<file path="src/rtl/fuzz_out_signature.sv">
// rtl/fuzz_out_signature.sv - windowed MISR signature and change counter over a fuzz DUT output bus
module fuzz_out_signature #(
    parameter int          OUT_W  = 330,
    parameter int          WINDOW = 16,
    parameter logic [31:0] POLY   = 32'h0040_0007,
    parameter logic [31:0] SEED   = 32'h0000_0000
) (
    input  logic             clk,
    input  logic             rst,
    input  logic             en,
    input  logic             clear,
    input  logic [OUT_W-1:0] out_flat,
    output logic             snap_valid,
    input  logic             snap_ready,
    output logic [31:0]      snap_sig,
    output logic [15:0]      snap_changes,
    output logic [15:0]      snap_index,
    output logic             overrun,
    output logic             busy
);

    localparam int          NCH   = (OUT_W + 31) / 32;
    localparam int          PADW  = NCH * 32;
    localparam logic [15:0] WIN_L = 16'(WINDOW);

    localparam logic [0:0] IDLE = 1'b0;
    localparam logic [0:0] ACC  = 1'b1;

    logic [0:0]       state_q;
    logic [31:0]      sig_q;
    logic [15:0]      cnt_q;
    logic [15:0]      chg_q;
    logic [15:0]      idx_q;
    logic [OUT_W-1:0] prev_q;

    logic             snap_valid_q;
    logic [31:0]      snap_sig_q;
    logic [15:0]      snap_chg_q;
    logic [15:0]      snap_idx_q;
    logic             overrun_q;

    logic [PADW-1:0]  padded;
    logic [31:0]      fold;
    logic [31:0]      sig_d;
    logic [15:0]      cnt_d;
    logic [15:0]      chg_d;
    logic             changed;
    logic             close;

    // Fold the zero-extended bus to 32 bits and compute the next MISR/count values
    always_comb begin
        padded = '0;
        padded[OUT_W-1:0] = out_flat;
        fold = '0;
        for (int c = 0; c < NCH; c++) begin
            fold = fold ^ padded[c*32 +: 32];
        end
        sig_d   = ({sig_q[30:0], 1'b0} ^ (sig_q[31] ? POLY : 32'h0)) ^ fold;
        changed = (out_flat != prev_q);
        chg_d   = (changed && chg_q != 16'hFFFF) ? chg_q + 16'd1 : chg_q;
        cnt_d   = cnt_q + 16'd1;
        close   = en && (cnt_d == WIN_L);
    end

    // Window accumulation: sample count, change count, signature and window index
    always_ff @(posedge clk or posedge rst) begin
        if (rst) begin
            state_q <= IDLE;
            sig_q   <= SEED;
            cnt_q   <= '0;
            chg_q   <= '0;
            idx_q   <= '0;
            prev_q  <= '0;
        end else if (clear) begin
            state_q <= IDLE;
            sig_q   <= SEED;
            cnt_q   <= '0;
            chg_q   <= '0;
            idx_q   <= '0;
            prev_q  <= '0;
        end else if (en) begin
            prev_q  <= out_flat;
            state_q <= ACC;
            if (close) begin
                sig_q <= SEED;
                cnt_q <= '0;
                chg_q <= '0;
                idx_q <= idx_q + 16'd1;
            end else begin
                sig_q <= sig_d;
                cnt_q <= cnt_d;
                chg_q <= chg_d;
            end
        end
    end

    // Snapshot handoff: load on close when the slot is free or being consumed, else drop and flag
    always_ff @(posedge clk or posedge rst) begin
        if (rst) begin
            snap_valid_q <= 1'b0;
            snap_sig_q   <= '0;
            snap_chg_q   <= '0;
            snap_idx_q   <= '0;
            overrun_q    <= 1'b0;
        end else if (clear) begin
            snap_valid_q <= 1'b0;
            snap_sig_q   <= '0;
            snap_chg_q   <= '0;
            snap_idx_q   <= '0;
            overrun_q    <= 1'b0;
        end else if (close) begin
            if (!snap_valid_q || snap_ready) begin
                snap_valid_q <= 1'b1;
                snap_sig_q   <= sig_d;
                snap_chg_q   <= chg_d;
                snap_idx_q   <= idx_q;
            end else begin
                overrun_q <= 1'b1;
            end
        end else if (snap_valid_q && snap_ready) begin
            snap_valid_q <= 1'b0;
        end
    end

    assign snap_valid   = snap_valid_q;
    assign snap_sig     = snap_sig_q;
    assign snap_changes = snap_chg_q;
    assign snap_index   = snap_idx_q;
    assign overrun      = overrun_q;
    assign busy         = (state_q == ACC) && (cnt_q != 16'd0);

endmodule

</file>
<file path="config.mk">
export PLATFORM = sky130hd
export DESIGN_NAME = fuzz_out_signature
export DESIGN_NICKNAME = d
export VERILOG_FILES = /design/src/rtl/fuzz_out_signature.sv
export SDC_FILE = /design/constraint.sdc
export NUM_CORES = 1
export LEC_CHECK = 0
export ABC_AREA = 1
export CORE_MARGIN = 3
export CORE_UTILIZATION = 35
export CTS_BUF_LIST = sky130_fd_sc_hd__clkbuf_4 sky130_fd_sc_hd__clkbuf_8
export DETAILED_ROUTE_END_ITERATION = 16
export PLACE_DENSITY_LB_ADDON = 0.1
export SYNTH_ARGS = -nofsm -noshare
export SYNTH_HDL_FRONTEND = slang
export SYNTH_SLANG_ARGS = --single-unit
</file>
<file path="constraint.sdc">
create_clock -name clk -period 34.8 [get_ports clk]
set_clock_uncertainty 0.05 [all_clocks]
set_input_delay 6.96 -clock clk [delete_from_list [all_inputs] [get_ports clk]]
set_output_delay 6.96 -clock clk [all_outputs]
set_load 0.01 [all_outputs]
</file>
## Word-level counts from Yosys, hierarchy flattened

Cells that the tools add are included.

| cells by class | value |
|---|---|
| $add $sub $neg | 3 |
| equal/unequal tests | 5 |
| multiplexer cells | 34 |
| bitwise gates (word level) | 12 |
| reductions and logical operators | 15 |

Operators by type and width:

| cell | number |
|---|---|
| 2-to-1 mux 330 bit | 2 |
| inequality test 330 bit | 1 |
| XOR 32 bit | 10 |
| 2-to-1 mux 16 bit | 16 |
| 2-to-1 mux 32 bit | 6 |
| adder 16 x 1 -> 16 bit (second input constant) | 3 |
| XOR 32 x 10 -> 32 bit | 1 |
| XOR 32 x 23 -> 32 bit | 1 |
| 2-to-1 mux 23 bit | 1 |
| equality test 16 x 5 -> 1 bit (second input constant) | 1 |
| inequality test 16 bit (second input constant) | 1 |
| nonzero test 16 bit | 1 |
| 2-to-1 mux 1 bit | 9 |
| AND reduction 2 bit | 4 |
| nonzero test 2 bit | 3 |
| logical AND 1 bit | 4 |
| inequality test 3 x 2 -> 1 bit (second input constant) | 1 |
| nonzero test 3 bit | 1 |
| inequality test 2 bit (second input constant) | 1 |
| zero test 1 bit | 1 |
| logical OR 1 bit | 1 |

| storage, ports and cells | value |
|---|---|
| register bits | 477 |
| input bits | 335 |
| word-level logic and storage cells | 80 |

## Logic depth before layout (Yosys ltp)

| depth | value |
|---|---|
| depth in word-level cells | 14 |
| depth in mapped cells | 16 |
| mapped depth without buffers | 15 |

## Worst setup path after synthesis

No wires, ideal clock.

| timing | value |
|---|---|
| path type | input-to-reg |
| start point | input port out_flat[151] |
| end point | register snap_chg_q[4], in the netlist snap_changes[4] |
| library setup time | 118 ps |
| data arrival time | 8327 ps |
| setup slack | 26305 ps |
| cell stages on the path | 16 |
| cell sequence | inv_1 > nand2_1 > nand2_1 > nor2_1 > nand2_1 > nor2_1 > nand2_1 > nor2_1 > nand2_1 > nor2_1 > nand3_1 > nand2_1 > buf_2 > nand2_1 > nand3_1 > nand2_1 |

| between the ends | value |
|---|---|
| longest elaborated chain between the ends | 6 |

RTL lines:

| element | RTL line | text |
|---|---|---|
| from (decl) | 12 | `input logic [OUT_W-1:0] out_flat,` |
| inequality test 330 bit | 59 | `changed = (out_flat != prev_q);` |
| logical AND 1 bit | 60 | `chg_d = (changed && chg_q != 16'hFFFF) ? chg_q + 16'd1 : chg_q;` |
| 2-to-1 mux 16 bit | 60 |  |
| 2-to-1 mux 16 bit | 112 | `if (!snap_valid_q \|\| snap_ready) begin` |
| 2-to-1 mux 16 bit | 111 | `end else if (close) begin` |
| 2-to-1 mux 16 bit | 105 | `end else if (clear) begin` |
| to (signal assigned) | 115 | `snap_chg_q <= chg_d;` |
| to (decl) | 38 | `logic [15:0] snap_chg_q;` |

No other way between the ends. The select of a mux whose other input is x is not followed.
A chain may end at the register's enable or synchronous reset.

## Worst setup path in the final report

| timing | value |
|---|---|
| start point | input port out_flat[199] |
| end point | register chg_q[12] |

| between the ends | value |
|---|---|
| longest elaborated chain between the ends | 6 |

RTL lines:

| element | RTL line | text |
|---|---|---|
| inequality test 330 bit | 59 |  |
| logical AND 1 bit | 60 |  |
| 2-to-1 mux 16 bit | 60 |  |
| 2-to-1 mux 16 bit | 84 | `if (close) begin` |
| 2-to-1 mux 16 bit | 81 | `end else if (en) begin` |
| 2-to-1 mux 16 bit | 74 | `end else if (clear) begin` |
| to (signal assigned) | 92 | `chg_q <= chg_d;` |
| to (decl) | 32 | `logic [15:0] chg_q;` |

No other way between the ends. The select of a mux whose other input is x is not followed.

==> results.yml <==
run_status:
  status: "complete, no violations"
sta:
  hold_viol_final: 0
  setup_viol: 0
  fmax_ghz: 0.0993
  grt_setup_unrepaired: "no"
  period_share_pct: 28.9
  fin_tns_setup_ns: 0
  tightest_slew_ns: 1.15
  slew_headroom_pct: 23.5
  slew_viol_final: 0
  fin_crit_ns: 10.07
global_route:
  grt_pass1_vias: 22700
  grt_antenna_before_repair: 24
  grt-ovfl-total: 0
  grt_pass1_wl_um: 140000
  grt_max_degree: 148
  grt_use_total_pct: 23.0
layout:
  drive_gt1_share_pct: 5.74
  fin_nets: 4155
  final_util_pct: 44.8
  area_growth_pct: 26.3
  most-common-layout-cells: "1040 x nand2_1, 510 x inv_1, 477 x dfrtp_1"
  mostFrequentLayoutCell: "nand2_1"
  final_cells: 4929
floorplanning:
  coreArea_um2: 76300
  die_area_um2: 80700
  die_h_um: 284
  pin_count: 402
  die_x_um: 284
  initial_core_util_pct: 35.5
  row_count: 101
clock_network:
  cts_hold_buffers: 0
  h-tree-depth: 3
  cts_tree: "built"
  clockBufferDepth: 3
  post-cts-setup-buffers: 0
  cts-resized-gates: 0
  clk_pin_slew_ns: 0.06
  cts_sinks: 477
  insertion_delay_ns: 0.69
  root_buffer: "clkbuf_8"
  cts_buffers: 94
synthesis:
  syn_nets: 3743
  synth-seq-cells: 477
  synth_edf_count: 0
  syn_avg_cell_area_um2: 7.95
  seq_area_frac_synth_pct: 44.1
  async_flop_share_pct: 100
  synth.distinct_cells: 34
  ys.warnings.count: 0
  synth_flop_cell: "dfrtp_1"
  synth_area_um2: 27100
  syn_inst: 3403
place:
  dp_hpwl_um: 69800
  place.gp.congestion: 0.847
  placedCellCount: 4749
  io_buffers: 401
routing:
  drc_errors: 0
  drtIter0Drc: 1516
  vias_per_cell: 4.68
  num_vias: 23100
  wl_per_cell_um: 19.1
  routed_wl_um: 94100
  dr.pass1.iters: 5
  ant_nets: 0
pwr:
  powerDensity_nw_per_um2: 46.2
  leakage_nw: 16.5
  power_mw: 1.58
  max-vdd-ir-drop_mv: 0.0250
  p_int_mw: 1.09
  p_seq_share_pct: 38.8
  p_clk_share_pct: 39.5
  combPwrFrac_pct: 21.7
  p_sw_mw: 0.486
  netSwitchingFraction_pct: 30.8
setup_path:
  arrival_ns: 10.60
  end_kind: "flip-flop"
  crit_type: "input pin to flip-flop"
  critPathLaunchType: "input pin"
  cp.required_ns: 35.33
  path_max_fanout: 18
worst_hold_path:
  min_path_type: "flip-flop to flip-flop"
flow_run:
  cap_violations: 0
==> cells in the mapped netlist, types with 2 or more instances <==
cell         n  area (µm²)
o22ai_1    222        1390
o31ai_1      5        37.5
a21oi_1     13        65.1
dfrtp_1    477       11900
xor2_1     216        1890
xnor2_1    271        2370
ha_1         5        62.6
buf_1        4        15.0
a22o_1     111         972
nor3_4       2        32.5
nor4_1       5        31.3
nand2_1   1040        3900
nor2_1     215         807
buf_2        9        45.0
nor3_1      21         105
buf_6        9         101
inv_2        5        18.8
nand3_1     82         410
nand4_1     23         144
nor3_2       2        20.0
nor2_4       2        22.5
nand2_4      2        22.5
nor2_2       5        31.3
inv_1      512        1920
clkbuf_1    81         304
o21ai_0     47         235
nand3_2     10         100
==> critical path, stage by stage <==
cell and delay [ns]:
clkdlybuf4s50_1 0.57, inv_1 0.08, nand2_1 0.06, nand2_1 0.05, nor2_1 0.11, nand2_1 0.07
nor2_1 0.41, nand2_1 0.09, nor2_1 0.13, nand2_1 0.06, nor2_1 0.13, nand3_1 0.72
nand2_1 0.77, nand2_1 0.19, nand3_2 0.10, nand2_1 0.06
==> layer usage <==
layer	vias to the layer above	track usage (%)	wire, µm	part of all wire, %
met5	-	0	146	0.16
met4	22	7.70	2820	3.0
met3	159	4.81	5430	5.8
met2	577	37.3	44100	47
met1	10800	30.6	41600	44
li1	11500	-	-	-
==> state kept, by name, summed over array words and instances (netlist names) <==
| signal | cells |
|---|---|
| chg_q | 16 |
| cnt_q | 16 |
| idx_q | 16 |
| overrun | 1 |
| prev_q | 330 |
| sig_q | 32 |
| snap_changes | 16 |
| snap_index | 16 |
| snap_sig | 32 |
| snap_valid | 1 |
| state_q | 1 |
==> cell type report <==
class	count	area [µm²]
Antenna cell	11	27.5
Clock buffer	148	1860
Multi-Input combinational cell	2304	12700
Timing Repair Buffer	419	4160
Tap cell	1030	1290
Inverter	519	1970
Fill cell	7670	42200
Clock inverter	21	204
Sequential cell	477	11900
==> power by group through the flow <==
stage | logic [mW] | clock network (mW) | registers (mW)
6_report | 0.343 | 0.625 | 0.612
2_1_floorplan | 0.211 | 0 | 0.616
3_5_place_dp | 0.346 | 0 | 0.621
4_1_cts | 0.348 | 0.646 | 0.612
3_3_place_gp | 0.345 | 0 | 0.621
5_1_grt | 0.379 | 0.670 | 0.616
==> through the flow <==
step	hold slack, ns	area [µm²]	setup WS [ns]
floorplan	0.399	27100	14.48
CTS	0.422	34100	24.69
global route	0.445	34200	24.36
global placement	0.406	32100	23.98
finish	0.417	34200	24.73
detailed placement	0.409	32100	23.92
==> worst paths after layout <==
check,from,end,slack (ns),depth (start not counted)
worst max-delay path,out_flat[199],chg_q[12],24.73,16
max in group asynchronous,rst,prev_q[50],25.82,4
worst max register to register,cnt_q[0],snap_sig[16],31.12,14
min in group asynchronous,rst,snap_index[3],6.81,2
worst min register to register,snap_index[6],snap_index[6],0.42,2
worst min-delay path,snap_index[6],snap_index[6],0.42,2
==> logic make-up (layout without fill, tap and decap cells) <==
group,Yosys count,in the layout,share of synthesized area (%)
simple gates,1411,1411,20.9
flops,477,477,44.1
other cells,0,11,0
fa+ha+maj,5,5,0.231
buf+inv,622,1107,8.93
xor+xnor,488,488,15.8
compound gates,400,400,10.0
No activity file was read; power rests on OpenSTA's default activity.
